## src/rtl/mem_arbiter.sv

```systemverilog
// Two-requester round-robin front end for a single-port synchronous memory.
// One access in flight at a time; read data is returned with a done pulse.
module mem_arbiter #(
    parameter int ADDR_WIDTH = 5,
    parameter int DATA_WIDTH = 8
) (
    input  logic                  clk,
    input  logic                  rst_n,
    input  logic                  req0,
    input  logic                  req1,
    input  logic                  we0,
    input  logic                  we1,
    input  logic [ADDR_WIDTH-1:0] addr0,
    input  logic [ADDR_WIDTH-1:0] addr1,
    input  logic [DATA_WIDTH-1:0] wdata0,
    input  logic [DATA_WIDTH-1:0] wdata1,
    output logic                  gnt0,
    output logic                  gnt1,
    output logic                  done0,
    output logic                  done1,
    output logic [DATA_WIDTH-1:0] rdata0,
    output logic [DATA_WIDTH-1:0] rdata1,
    output logic                  mem_read,
    output logic                  mem_write,
    output logic [ADDR_WIDTH-1:0] mem_addr,
    output logic [DATA_WIDTH-1:0] mem_data_in,
    input  logic [DATA_WIDTH-1:0] mem_data_out
);

    localparam logic [1:0] IDLE    = 2'd0;
    localparam logic [1:0] ISSUE   = 2'd1;
    localparam logic [1:0] CAPTURE = 2'd2;

    logic [1:0]            r_state;
    logic                  r_last;
    logic                  r_sel;
    logic [1:0]            r_gnt;
    logic [1:0]            r_done;
    logic [DATA_WIDTH-1:0] r_rdata0;
    logic [DATA_WIDTH-1:0] r_rdata1;
    logic                  r_mem_read;
    logic                  r_mem_write;
    logic [ADDR_WIDTH-1:0] r_mem_addr;
    logic [DATA_WIDTH-1:0] r_mem_data_in;

    logic                  w_any;
    logic                  w_win;
    logic                  w_we;

    // On a tie the requester that was not granted last wins.
    assign w_any = req0 | req1;
    assign w_win = (req0 & req1) ? ~r_last : req1;
    assign w_we  = w_win ? we1 : we0;

    always_ff @(posedge clk or negedge rst_n) begin
        if (!rst_n) begin
            r_state       <= IDLE;
            r_last        <= 1'b1;
            r_sel         <= 1'b0;
            r_gnt         <= '0;
            r_done        <= '0;
            r_rdata0      <= '0;
            r_rdata1      <= '0;
            r_mem_read    <= 1'b0;
            r_mem_write   <= 1'b0;
            r_mem_addr    <= '0;
            r_mem_data_in <= '0;
        end else begin
            r_gnt  <= '0;
            r_done <= '0;
            case (r_state)
                IDLE: begin
                    if (w_any) begin
                        r_sel         <= w_win;
                        r_last        <= w_win;
                        r_gnt[w_win]  <= 1'b1;
                        r_mem_addr    <= w_win ? addr1 : addr0;
                        r_mem_data_in <= w_win ? wdata1 : wdata0;
                        r_mem_write   <= w_we;
                        r_mem_read    <= ~w_we;
                        r_state       <= ISSUE;
                    end
                end
                ISSUE: begin
                    r_mem_read  <= 1'b0;
                    r_mem_write <= 1'b0;
                    // A write has landed at this edge; a read still needs a capture cycle.
                    if (r_mem_write) begin
                        r_done[r_sel] <= 1'b1;
                        r_state       <= IDLE;
                    end else begin
                        r_state <= CAPTURE;
                    end
                end
                CAPTURE: begin
                    if (r_sel) r_rdata1 <= mem_data_out;
                    else       r_rdata0 <= mem_data_out;
                    r_done[r_sel] <= 1'b1;
                    r_state       <= IDLE;
                end
                default: r_state <= IDLE;
            endcase
        end
    end

    assign gnt0        = r_gnt[0];
    assign gnt1        = r_gnt[1];
    assign done0       = r_done[0];
    assign done1       = r_done[1];
    assign rdata0      = r_rdata0;
    assign rdata1      = r_rdata1;
    assign mem_read    = r_mem_read;
    assign mem_write   = r_mem_write;
    assign mem_addr    = r_mem_addr;
    assign mem_data_in = r_mem_data_in;

endmodule

```

## config.mk

```make
export PLATFORM = sky130hd
export DESIGN_NAME = mem_arbiter
export DESIGN_NICKNAME = d
export VERILOG_FILES = /design/src/rtl/mem_arbiter.sv
export SDC_FILE = /design/constraint.sdc
export NUM_CORES = 1
export LEC_CHECK = 0
export CORE_MARGIN = 2
export CORE_UTILIZATION = 40
export DETAILED_ROUTE_END_ITERATION = 16
export GPL_ROUTABILITY_DRIVEN = 0
export GPL_TIMING_DRIVEN = 0
export PLACE_DENSITY = 0.81
export SLEW_MARGIN = 20
export SYNTH_ARGS = -nofsm -noshare
export SYNTH_HDL_FRONTEND = slang
export SYNTH_SLANG_ARGS = --single-unit
```

## constraint.sdc

```tcl
create_clock -name clk -period 2.9 [get_ports clk]
set_input_delay 0.58 -clock clk [delete_from_list [all_inputs] [get_ports clk]]
set_output_delay 0.58 -clock clk [all_outputs]
set_load 0.05 [all_outputs]
```

==> results.cfg, run 1 <==
[route]
wl_per_cell_um = 13.9
drc = 0
drt-initial-drc-count = 95
ant_nets = 0
totalWireLength_um = 3720
vias_per_cell = 4.78
dr_total_vias = 1275
dr.pass1.iters = 4

[sta]
fin_crit_ns = 2.11
hold_viol_final = 0
whs_ns = 0.144
fin_worst_skew_ns = 0.00384
maxSlewHeadroom_pct = 64.7
max_freq_mhz = 474
finalSetupViolCount = 0
slew_violations = 0
fin_crit_sh_pct = 72.8
rsz0062_at_grt = false
worst_pin_slew_ns = 0.528
tns_ns = 0

[cells_and_area]
drive_gt1_share_pct = 17.1
num_antenna_cells = 0
fin_util_pct = 64.4
multi_input_area_um2 = 639
area_delta_synth_final_pct = 53.7
final-seq-area_um2 = 977
fill_cells = 325
nets = 260

[power]
p_switching_w = 0.00156
p_int_w = 0.00169
ir_worst_vdd_uv = 589
p_clk_share_pct = 11.0
power_frac_seq_pct = 29.0
cellLeakagePower_nw = 1.12
switching_share_pct = 47.9
powerDensity_nw_per_um2 = 1250
p_comb_share_pct = 60.1

[grt]
grt_pass1_wl_um = 6250
overflow = 0
grt_max_degree = 31
antenna_found_initial = 0
grt_usage_pct = 18.8
grt_pass1_vias = 1317

[critical_path]
slowest_delay_ns = 0.83
cp_slowest_cell = clkdlybuf4s50_1
worstPathRequired_ns = 2.32
critPathMaxFanout = 4
path_delay_family = buffers and inverters
startpoint_type = flip-flop
cp.arrival_ns = 1.53
critPathBufInv = 1
end_kind = output port
crit_type = flip-flop to output port
path_cells = clkdlybuf4s50_1

[cts]
tritoncts = yes
h-tree-depth = 2
hold_buffers = 0
clk_pin_slew_worst_paths_ns = 0.07
cts.sinks = 39
clkLatencyLatePin_ns = 0.29
postCtsSetupRepairBufs = 0
clockBufferDepth = 2
numCtsBuffers = 5
post_cts_resized = 0
cts-root-buf = clkbuf_8

[synth]
synth_top_cell_area_share_pct = 56.3
ys_seq_area_share_pct = 57.9
ys_seq_elements = 39
synthFlopType = dfrtp_1
ys_async_sr_fraction_pct = 100
yosysWarnings = 0
ys_types = 27
yosysMostFrequentCell = dfrtp_1
synthTopCellsByCount = dfrtp_1 (38), nand2_1 (17), mux2_2 (16)
syn_area_per_cell_um2 = 12.6
synth_area_leaders = dfrtp_1 (56%), mux2_2 (11%), mux2i_1 (8.9%)
syn_area_um2 = 1690
yosysTopAreaCell = dfrtp_1
syn-instance-count = 134
synth_fp_nets = 178
synth_edf_count = 0

[outcome]
outcome = completed

[die]
row_count = 23
initial_core_util_pct = 41.9
die_w_um = 69.0
core_area_um2 = 4030
dieHeight_um = 69.0
dieArea_um2 = 4760
ios = 75

[placement]
io_buffers = 74
dp_hpwl_um = 2930

[flow_run]
cap_violations = 0

[worst_hold_path]
hp-class = primary input to asynchronous set/reset pin
==> power by group through the flow <==
| stage | registers (W) | logic (W) | clock network (W) |
|---|---|---|---|
| finish | 0.000943 | 0.00195 | 0.000356 |
| global route | 0.000979 | 0.00209 | 0.000395 |
| CTS | 0.000947 | 0.00198 | 0.000373 |
| detailed placement | 0.000957 | 0.00197 | 0 |
| global placement | 0.000939 | 0.00195 | 0 |
| floorplan | 0.00175 | 0.000499 | 0 |
==> final timing paths <==
kind	startpoint	cells after the start	slack [ns]	end
min in group clk	mem_data_in[1]$_DFFE_PN0P_	2	0.49	mem_data_in[1]$_DFFE_PN0P_
worst min-delay path	rst_n	1	0.14	mem_data_in[1]$_DFFE_PN0P_
max in group asynchronous	rst_n	2	2.34	rdata1[4]$_DFFE_PN0P_
worst min register to register	mem_data_in[1]$_DFFE_PN0P_	2	0.49	mem_data_in[1]$_DFFE_PN0P_
worst max-delay path	mem_write$_DFFE_PN0P_	1	0.79	mem_write
worst max register to register	r_state[0]$_DFFE_PN0P_	7	1.29	mem_data_in[0]$_DFFE_PN0P_
==> cells by family (layout without fill, tap and decap cells) <==
group / after synthesis / count (layout) / share of synthesized area, %
fa+ha+maj: 4 / 4 / 2.96
buf+inv: 11 / 94 / 4.30
compound gates: 25 / 25 / 9.41
simple gates: 24 / 24 / 5.93
mux: 31 / 31 / 19.6
flops: 39 / 39 / 57.9
==> sequential cells by signal (all words and copies together), names as in the netlist <==
signal	flops
mem_addr	5
mem_data_in	8
mem_read	1
mem_write	1
r_done	2
r_gnt	2
r_last	1
r_sel	1
r_state	2
rdata0	8
rdata1	8
==> layout make-up <==
cell class                 count  area share [%]
buffer                         7            2.22
clock buffer                   5            2.65
clock inverter                 3           0.771
inverter                       4           0.578
multi-input combinational     84            24.6
sequential                    39            37.6
tap                           50            2.41
timing repair buffer          75            29.1
==> through the flow <==
stage | instance area [um2] | instances | total power, W | worst slack, ns
after global routing | 2600 | 267 | 0.00346 | 0.730
after global placement | 2490 | 258 | 0.00288 | 0.313
after detailed placement | 2510 | 259 | 0.00293 | 0.843
after floorplan | 1690 | 134 | 0.00225 | 1.48
after CTS | 2600 | 267 | 0.00330 | 0.779
final | 2600 | 267 | 0.00325 | 0.789
==> cells in the final DEF, fill, tap and decap left out, types with 2 or more instances in the layout <==
master           netlist  final
clkdlybuf4s50_1        0     73
dfrtp_1               38     38
nand2_1               17     17
mux2_2                16     16
mux2i_1               15     15
o21ai_1                8      8
o21ai_0                5      5
clkbuf_8               0      5
inv_1                  4      4
buf_2                  3      4
nor2_1                 4      4
a21oi_1                4      4
ha_1                   4      4
buf_12                 1      2
clkinvlp_4             0      2
==> routing by layer <==
layer	vias to the layer above	GRT usage, %	share of wire, %
met4	0	12.3	3.1
met2	35	31.5	51
met3	10	3.73	4.1
met5	-	0	0
met1	608	21.7	41
li1	622	-	-
No activity file was read; power rests on OpenSTA's default activity.
==> run 2, diff against run 1 <==
--- a/config.mk
+++ b/config.mk
@@ -6,11 +6,11 @@
 export NUM_CORES = 1
 export LEC_CHECK = 0
 export CORE_MARGIN = 2
-export CORE_UTILIZATION = 40
+export CORE_UTILIZATION = 37
 export DETAILED_ROUTE_END_ITERATION = 16
 export GPL_ROUTABILITY_DRIVEN = 0
 export GPL_TIMING_DRIVEN = 0
-export PLACE_DENSITY = 0.81
+export PLACE_DENSITY = 0.79
 export SLEW_MARGIN = 20
 export SYNTH_ARGS = -nofsm -noshare
 export SYNTH_HDL_FRONTEND = slang
==> constraint.sdc (replaced) <==
create_clock -name clk -period 1.9 [get_ports clk]
set_input_delay 0.38 -clock clk [delete_from_list [all_inputs] [get_ports clk]]
set_output_delay 0.38 -clock clk [all_outputs]
set_load 0.05 [all_outputs]
==> run 2 against run 1 <==
Register-to-register slack got worse by 1.0 ns; highest routed layer unchanged; worst hold slack got worse by 0.11 ns; critical path depth did not move; first-iteration DRC count fell by 67%; final cell count rose by 0.75%; clock skew rose by 0.00085 ns; sequential share of layout area fell by 0.16 points; routed wire length fell by 6.1%; clock-buffer cell count did not move; utilization fell by 5.0 points; clock power rose by 54%.
==> results.cfg, run 2 (synthesized netlist as in run 1, its figures left out) <==
[cells_and_area]
multi_input_area_um2 = 639
final_common_cell = clkdlybuf4s50_1
nets = 260
instances_no_fill = 269
fin_util_pct = 59.5
drive_gt1_share_pct = 17.1
num_antenna_cells = 0
mostFrequentLayoutCells = clkdlybuf4s50_1 (71), dfrtp_1 (38), nand2_1 (17)
area_delta_synth_final_pct = 54.4
fill_cells = 385
final-seq-area_um2 = 977

[critical_path]
cp.arrival_ns = 1.46
crit_type = flip-flop to output port
path_cells = clkdlybuf4s50_1
cp_slowest_cell = clkdlybuf4s50_1
startpoint_type = flip-flop
critPathBufInv = 1
slowest_delay_ns = 0.80
worstPathRequired_ns = 1.52
path_delay_family = buffers and inverters
critPathMaxFanout = 2
end_kind = output port

[die]
dieArea_um2 = 5120
die_w_um = 71.6
core_area_um2 = 4380
row_count = 24
initial_core_util_pct = 38.5
ios = 75
dieHeight_um = 71.6

[outcome]
outcome = completed

[placement]
place_ws_ns = 0.0544
dp_cells = 261
dp_hpwl_um = 2650
io_buffers = 74

[route]
drt-initial-drc-count = 31
totalWireLength_um = 3500
dr_total_vias = 1275
vias_per_cell = 4.74
wl_per_cell_um = 13.0
ant_nets = 0
dr.pass1.iters = 4
drc = 0

[power]
powerDensity_nw_per_um2 = 1890
cellLeakagePower_nw = 1.14
ir_worst_vdd_uv = 756

[cts]
numCtsBuffers = 5
h-tree-depth = 2
postCtsSetupRepairBufs = 0
clockBufferDepth = 2
clk_pin_slew_worst_paths_ns = 0.07
cts-root-buf = clkbuf_8
hold_buffers = 0
cts.sinks = 39
clkLatencyLatePin_ns = 0.29
tritoncts = yes

[sta]
max_freq_mhz = 545
hold_viol_final = 0
final.setup.worst_slack_ns = 0.0645
fin_crit_sh_pct = 96.6
rsz0062_at_grt = false
worst_pin_slew_ns = 0.534
fin_worst_skew_ns = 0.00469
fin_crit_ns = 1.84
maxSlewHeadroom_pct = 64.3
finalSetupViolCount = 0
slew_violations = 0
tns_ns = 0

[grt]
grt_max_degree = 23
grt_pass1_vias = 1243
antenna_found_initial = 0
grt_pass1_wl_um = 5920
overflow = 0
grt_usage_pct = 15.0

[worst_hold_path]
hp-class = primary input to asynchronous set/reset pin

[flow_run]
cap_violations = 0
[run 2: cell types whose count changed in the layout (fill, tap and decap cells not counted)]
cell / before / now
dlygate4sd2_1: 0 / 1
buf_12: 2 / 1
dlymetal6s2s_1: 0 / 1
clkdlybuf4s50_1: 73 / 71
buf_16: 0 / 1
[run 2: report_power, final]
part           total, W  internal [W]  switching, W
clock          0.000548      0.000255      0.000292
combinational   0.00296       0.00109       0.00187
sequential      0.00143       0.00123      0.000193
[run 2: layer usage]
metal | part of all wire, % | GRT usage [%]
met4 | 1.6 | 5.66
met2 | 48 | 24.7
met5 | 0 | 0
met3 | 7.5 | 5.20
met1 | 43 | 18.3
[run 2: cell type report]
cell class / instances / share of cell area, %
Buffer: 7 / 2.21
Clock buffer: 5 / 2.64
Sequential cell: 39 / 37.5
Tap cell: 52 / 2.50
Inverter: 4 / 0.576
Clock inverter: 3 / 0.768
Timing Repair Buffer: 75 / 29.3
Multi-Input combinational cell: 84 / 24.5
[run 2: what timing repair did]
action | 4_1_cts | 5_1_grt
gates resized for setup | 1 | 1
pin swaps | 0 | 0
endpoints found under the setup margin | 1 | 1
[run 2: metrics by stage]
step | hold slack (ns) | instance area [um2] | total power [W]
floorplan | 0.0844 | 1690 | 0.00344
global placement | 0.460 | 2490 | 0.00438
detailed placement | 0.357 | 2520 | 0.00444
CTS | 0.0373 | 2610 | 0.00499
global route | 0.0509 | 2610 | 0.00522
finish | 0.0345 | 2610 | 0.00493
[run 2: worst paths after layout]
path / start / end / slack (ns) / cells past startpoint
worst max-delay path: mem_read$_DFFE_PN0P_ / mem_read / 0.06 / 1
worst min-delay path: rst_n / mem_addr[2]$_DFFE_PN0P_ / 0.03 / 1
worst max register to register: r_state[0]$_DFFE_PN0P_ / mem_addr[4]$_DFFE_PN0P_ / 0.26 / 8
worst min register to register: mem_data_in[6]$_DFFE_PN0P_ / mem_data_in[6]$_DFFE_PN0P_ / 0.48 / 2
max in group asynchronous: rst_n / rdata0[1]$_DFFE_PN0P_ / 1.41 / 2
min in group clk: mem_data_in[6]$_DFFE_PN0P_ / mem_data_in[6]$_DFFE_PN0P_ / 0.48 / 2
